**src/rtl/stopwatch_rtl.sv**
```systemverilog
// Count-up stopwatch: a prescaler makes one-second ticks, seconds accumulate as
// two BCD digits, and a lap hold can freeze the two active-low 7-segment digits.
module stopwatch_rtl #(
   parameter int CLK_SET = 5_000_000,
   parameter int LIMIT   = 99
) (
   input  logic       clk,
   input  logic       rst_n,
   input  logic       en,
   input  logic       clr,
   input  logic       lap,
   output logic [6:0] cur_sec,
   output logic       full,
   output logic [6:0] hex0,
   output logic [6:0] hex1,
   output logic [1:0] state
);

   localparam int            PW       = $clog2(CLK_SET);
   localparam logic [PW-1:0] P_LAST   = PW'(CLK_SET - 1);
   localparam logic [3:0]    LIM_ONES = 4'(LIMIT % 10);
   localparam logic [3:0]    LIM_TENS = 4'(LIMIT / 10);

   typedef enum logic [1:0] {
      S_IDLE  = 2'd0,
      S_RUN   = 2'd1,
      S_PAUSE = 2'd2,
      S_DONE  = 2'd3
   } state_t;

   state_t          r_state;
   state_t          w_state_nx;
   logic [PW-1:0]   r_presc;
   logic [3:0]      r_ones;
   logic [3:0]      r_tens;
   logic [3:0]      r_latch_ones;
   logic [3:0]      r_latch_tens;
   logic            r_hold;
   logic            r_lap_q;
   logic [6:0]      r_hex0;
   logic [6:0]      r_hex1;

   logic            w_tick;
   logic [3:0]      w_ones_nx;
   logic [3:0]      w_tens_nx;
   logic            w_hit_limit;
   logic            w_lap_ok;
   logic [3:0]      w_disp_ones;
   logic [3:0]      w_disp_tens;

   function automatic logic [6:0] seg7(input logic [3:0] d);
      logic [6:0] s;
      case (d)
         4'd0:    s = 7'b1000000;
         4'd1:    s = 7'b1111001;
         4'd2:    s = 7'b0100100;
         4'd3:    s = 7'b0110000;
         4'd4:    s = 7'b0011001;
         4'd5:    s = 7'b0010010;
         4'd6:    s = 7'b0000010;
         4'd7:    s = 7'b1111000;
         4'd8:    s = 7'b0000000;
         4'd9:    s = 7'b0010000;
         default: s = 7'b1111111;
      endcase
      return s;
   endfunction

   // The prescaler advances on every RUN cycle regardless of en, so the cycle
   // that leaves RUN still counts toward the current second.
   assign w_tick = (r_state == S_RUN) && (r_presc == P_LAST);

   always_comb begin
      w_ones_nx = r_ones + 4'd1;
      w_tens_nx = r_tens;
      if (r_ones == 4'd9) begin
         w_ones_nx = 4'd0;
         w_tens_nx = r_tens + 4'd1;
      end
   end

   assign w_hit_limit = w_tick && (w_ones_nx == LIM_ONES) && (w_tens_nx == LIM_TENS);
   assign w_lap_ok    = lap && !r_lap_q && ((r_state == S_RUN) || (r_state == S_PAUSE));

   always_ff @(posedge clk or negedge rst_n) begin
      if (!rst_n) begin
         r_state <= S_IDLE;
      end else begin
         r_state <= w_state_nx;
      end
   end

   always_comb begin
      w_state_nx = r_state;
      if (clr) begin
         w_state_nx = S_IDLE;
      end else begin
         case (r_state)
            S_IDLE:  if (en) w_state_nx = S_RUN;
            S_RUN: begin
               if (w_hit_limit) begin
                  w_state_nx = S_DONE;
               end else if (!en) begin
                  w_state_nx = S_PAUSE;
               end
            end
            S_PAUSE: if (en) w_state_nx = S_RUN;
            S_DONE:  w_state_nx = S_DONE;
            default: w_state_nx = S_IDLE;
         endcase
      end
   end

   always_ff @(posedge clk or negedge rst_n) begin
      if (!rst_n) begin
         r_presc <= '0;
         r_ones  <= 4'd0;
         r_tens  <= 4'd0;
      end else if (clr) begin
         r_presc <= '0;
         r_ones  <= 4'd0;
         r_tens  <= 4'd0;
      end else begin
         if (r_state == S_RUN) begin
            r_presc <= w_tick ? '0 : r_presc + PW'(1);
         end
         if (w_tick) begin
            r_ones <= w_ones_nx;
            r_tens <= w_tens_nx;
         end
      end
   end

   // Reaching the limit drops the hold so the final count is what gets shown.
   always_ff @(posedge clk or negedge rst_n) begin
      if (!rst_n) begin
         r_lap_q      <= 1'b0;
         r_hold       <= 1'b0;
         r_latch_ones <= 4'd0;
         r_latch_tens <= 4'd0;
      end else if (clr) begin
         r_lap_q <= 1'b0;
         r_hold  <= 1'b0;
      end else begin
         r_lap_q <= lap;
         if (w_hit_limit) begin
            r_hold <= 1'b0;
         end else if (w_lap_ok) begin
            r_hold <= !r_hold;
            if (!r_hold) begin
               r_latch_ones <= r_ones;
               r_latch_tens <= r_tens;
            end
         end
      end
   end

   assign w_disp_ones = r_hold ? r_latch_ones : r_ones;
   assign w_disp_tens = r_hold ? r_latch_tens : r_tens;

   always_ff @(posedge clk or negedge rst_n) begin
      if (!rst_n) begin
         r_hex0 <= 7'b1000000;
         r_hex1 <= 7'b1000000;
      end else begin
         r_hex0 <= seg7(w_disp_ones);
         r_hex1 <= seg7(w_disp_tens);
      end
   end

   assign cur_sec = ({3'd0, r_tens} * 7'd10) + {3'd0, r_ones};
   assign full    = (r_state == S_DONE);
   assign hex0    = r_hex0;
   assign hex1    = r_hex1;
   assign state   = r_state;

endmodule
```
**config.mk**
```make
export PLATFORM = sky130hd
export DESIGN_NAME = stopwatch_rtl
export DESIGN_NICKNAME = d
export VERILOG_FILES = /design/src/rtl/stopwatch_rtl.sv
export SDC_FILE = /design/constraint.sdc
export NUM_CORES = 1
export LEC_CHECK = 0
export ABC_AREA = 1
export ABC_CLOCK_PERIOD_IN_PS = 2100
export CELL_PAD_IN_SITES_DETAIL_PLACEMENT = 1
export CELL_PAD_IN_SITES_GLOBAL_PLACEMENT = 1
export CORE_MARGIN = 4
export CORE_UTILIZATION = 43
export CTS_CLUSTER_SIZE = 12
export DETAILED_ROUTE_END_ITERATION = 7
export PLACE_DENSITY = 0.88
export SLEW_MARGIN = 20
export SYNTH_ARGS = -nofsm -noshare
export SYNTH_HDL_FRONTEND = slang
export SYNTH_SLANG_ARGS = --single-unit
```
**constraint.sdc**
```tcl
create_clock -name clk -period 2.1 [get_ports clk]
set_input_delay 0.21 -clock clk [delete_from_list [all_inputs] [get_ports clk]]
set_output_delay 0.21 -clock clk [all_outputs]
set_load 0.02 [all_outputs]
```
==> metrics.txt <==
outcome=finished, violations left; violated checks=negative setup slack; routed length on met3=~650 um; first-pass GRT wire length=a little under 20,000 um; final hold vios=0; met2 routed WL=around 6500 um; full die area=9333 um^2; sequential cell area fraction in the yosys report=0.4233; initial antenna violation count=0; Clock Pin Slew Worst Setup and Hold Paths=0.08 ns; Hold Path Class=in2async; transition time of the tightest slew-check pin=0.5653 ns; GRT overflow=0; Peak supply drop=0.7101 mV; Final Critical Period=2.410 ns; Syn Inst Count=between 400 and 500; Netlist cell types=36; mean post-synth cell area=roughly 8.0 um^2; FF-to-FF path depth=12; CTS root buf=clkbuf_8; top cell type's share of synthesized area=0.4077; Remaining DRCs=0; Max Clk Rate=about 410 MHz; PortBufs=28; detailed placement HPWL=7287 um; DR vias/cell=approximately 5.7; # clock sinks=57; reg2reg end=r_latch_tens[0]; Worst slew margin=0.6231; yosys warns=0; Critical Path Start Type=register; routability cong.=a little over 0.8; CP max FO=2; Async SR Flop Fraction=1.000; 1st-iter DRT viols=~220; endpoints failing setup=6; cell area after synthesis=between 3000 and 4000 um^2; Die Y=96.61 um; via count=3,427; ANT nets after route=0; setup ws final=-0.3098 ns; largest net degree at the start of global routing=24; skew final=0.01212 ns; share of post-route cells with drive strength above 1=0.2198; Worst EP required=between 1.5 and 2 ns; Syn-to-layout area delta=30.62%; H-tree depth=3; Net Count, Synth=between 400 and 500; Slew Limit Fails=0; Met1 Wirelength=around 5100 um; Max Cap Violations=0; clock buffer depth=2; top_reg_cell synth=dfrtp_1; Yosys top cell by area=dfrtp_1; Design Power=4.522 mW; Clock Latency Late Sink=between 0.3 and 0.4 ns; Layout Nets=520; vias in the first global route=about 3,700; Synth area leaders=dfrtp_1 (41%), nand2_1 (9.7%), ha_1 (8.2%); IO Pins=29; num rows=32; Total Routing Usage GR=0.2702; Post-synth EDFFs=0; dpl cell area=between 3000 and 4000 um^2; top layer used by detailed routing=met4; Worst setup EP type=output pin; Wirelength per Cell=around 22 um; # fillers=around 930; CORE AREA=7687 um^2; PD cells=1026 nW/um^2; final core occ=0.5736; Period Utilization, post-route=1.148; CTS tree=built; Static Leak=2.039 nW; Die Wd=slightly below 100 um; final wirelength=13,060 um; Crit Path Class=reg2out; r2r startpoint=r_ones[1]; initial core utilization=0.4391; Final Hold Slack=0.3737 ns; Num CTS Buffers=9; Initial DRT Pass Iterations=6; Worst Path Arrival=between 2 and 2.5 ns; reg2reg setup slack=-0.07 ns; #FFs+latches synth=57; diodes inserted=0; cell area after layout=roughly 4400 um^2; RSZ-0062 raised after global routing=true
## layout make-up
class | instances | area, um^2 | share of cell area
inverters | 54 | 202.7 | 0.04597
well taps | 102 | 127.6 | 0.02894
clock inverters | 3 | 65.06 | 0.01476
flip-flops and latches | 57 | 1433 | 0.3249
repair buffers | 61 | 546.8 | 0.1240
multi-input cells | 308 | 1886 | 0.4276
clock buffers | 13 | 148.9 | 0.03377
## per-layer routing
layer,vias up,track usage
li1,1512,-
met5,-,0
met3,70,0.06777
met4,0,0.1566
met1,1695,0.3108
met2,150,0.4544
## where the power goes
group / switching [mW] / internal [mW]
clock: 0.487 / 0.701
combinational: 1.17 / 0.674
sequential: 0.159 / 1.34
total: 1.81 / 2.71
## worst max path at each step
stage                          from    endpoint  depth (start not counted)
final                     r_tens[1]  cur_sec[5]                          6
after global routing      r_tens[1]  cur_sec[5]                          6
after CTS                 r_tens[3]  cur_sec[6]                          6
after detailed placement  r_tens[1]  cur_sec[6]                          6
after global placement    r_tens[1]  cur_sec[6]                          6
after floorplan           r_tens[1]  cur_sec[6]                          5
## through the flow
step	instances	setup TNS [ns]	setup WS, ns
2_1_floorplan	424	0	0.04929
5_1_grt	598	-1.705	-0.3692
6_report	598	-0.7824	-0.3098
3_5_place_dp	572	-1.060	-0.4283
3_3_place_gp	572	-0.8108	-0.3866
4_1_cts	593	-0.7758	-0.3857
## repair_timing
item                                    CTS  global route
pin swaps                                 9            17
setup buffers                             4             5
hold buffers                              1             0
endpoints found under the setup margin    5            34
hold endpoints to repair                 19             0
resized for setup                        46            25
cloned                                    0             1
## registers in the layout, indices dropped and copies added (netlist names)
register / count
hex0: 7
r_lap_q: 1
state: 2
r_ones: 4
r_latch_tens: 4
r_presc: 23
r_hold: 1
hex1: 7
r_latch_ones: 4
r_tens: 4
## Yosys cell counts (4+ instances only)
cell and number:
buf_2 4, nor3_1 9, dfrtp_1 55, inv_2 11, o21ai_0 18, a21oi_1 19
or2_1 6, nand2_1 87, ha_1 22, o21ai_2 6, xor2_1 7, nand4_1 5
inv_1 42, nor2_2 4, nand3_1 24, xnor2_1 5, o21ai_1 21, nor2_1 54
## layout by cell type (no fill, tap or decap), drive strengths merged
| cell | Yosys | routed |
|---|---|---|
| a21oi | 19 | 19 |
| a22oi | 1 | 1 |
| a31oi | 1 | 1 |
| and3 | 2 | 2 |
| buf | 6 | 38 |
| bufinv | 0 | 2 |
| clkbuf | 0 | 13 |
| clkdlybuf4s50 | 0 | 21 |
| clkinv | 1 | 2 |
| dfrtp | 55 | 55 |
| dfstp | 2 | 2 |
| dlygate4sd2 | 0 | 1 |
| dlygate4sd3 | 0 | 1 |
| fa | 2 | 2 |
| ha | 22 | 22 |
| inv | 53 | 53 |
| nand2 | 88 | 88 |
| nand3 | 26 | 27 |
| nand4 | 5 | 5 |
| nor2 | 58 | 58 |
| nor3 | 9 | 9 |
| nor4 | 2 | 2 |
| o211ai | 1 | 1 |
| o21a | 1 | 1 |
| o21ai | 47 | 47 |
| o22ai | 1 | 1 |
| o31ai | 2 | 2 |
| or2 | 8 | 8 |
| xnor2 | 5 | 5 |
| xor2 | 7 | 7 |
## cell families (layout without fill, tap and decap cells)
logic type	Yosys count	after routing	share of synthesized area
and+or+nand+nor	198	199	0.2546
buffers and inverters	60	131	0.07153
DFF	57	57	0.4233
adders and majority gates	24	24	0.09340
AOI/OAI and AO/OA	73	73	0.1260
xor gates and xnor gates	12	12	0.03113
## critical path, stage by stage (launching register included)
cell	delay (ns)
dfrtp_1	0.42
ha_4	0.26
ha_4	0.15
fa_1	0.55
buf_4	0.14
xor2_1	0.15
buf_4	0.17
Note: power is estimated with default switching activity, not from simulation.
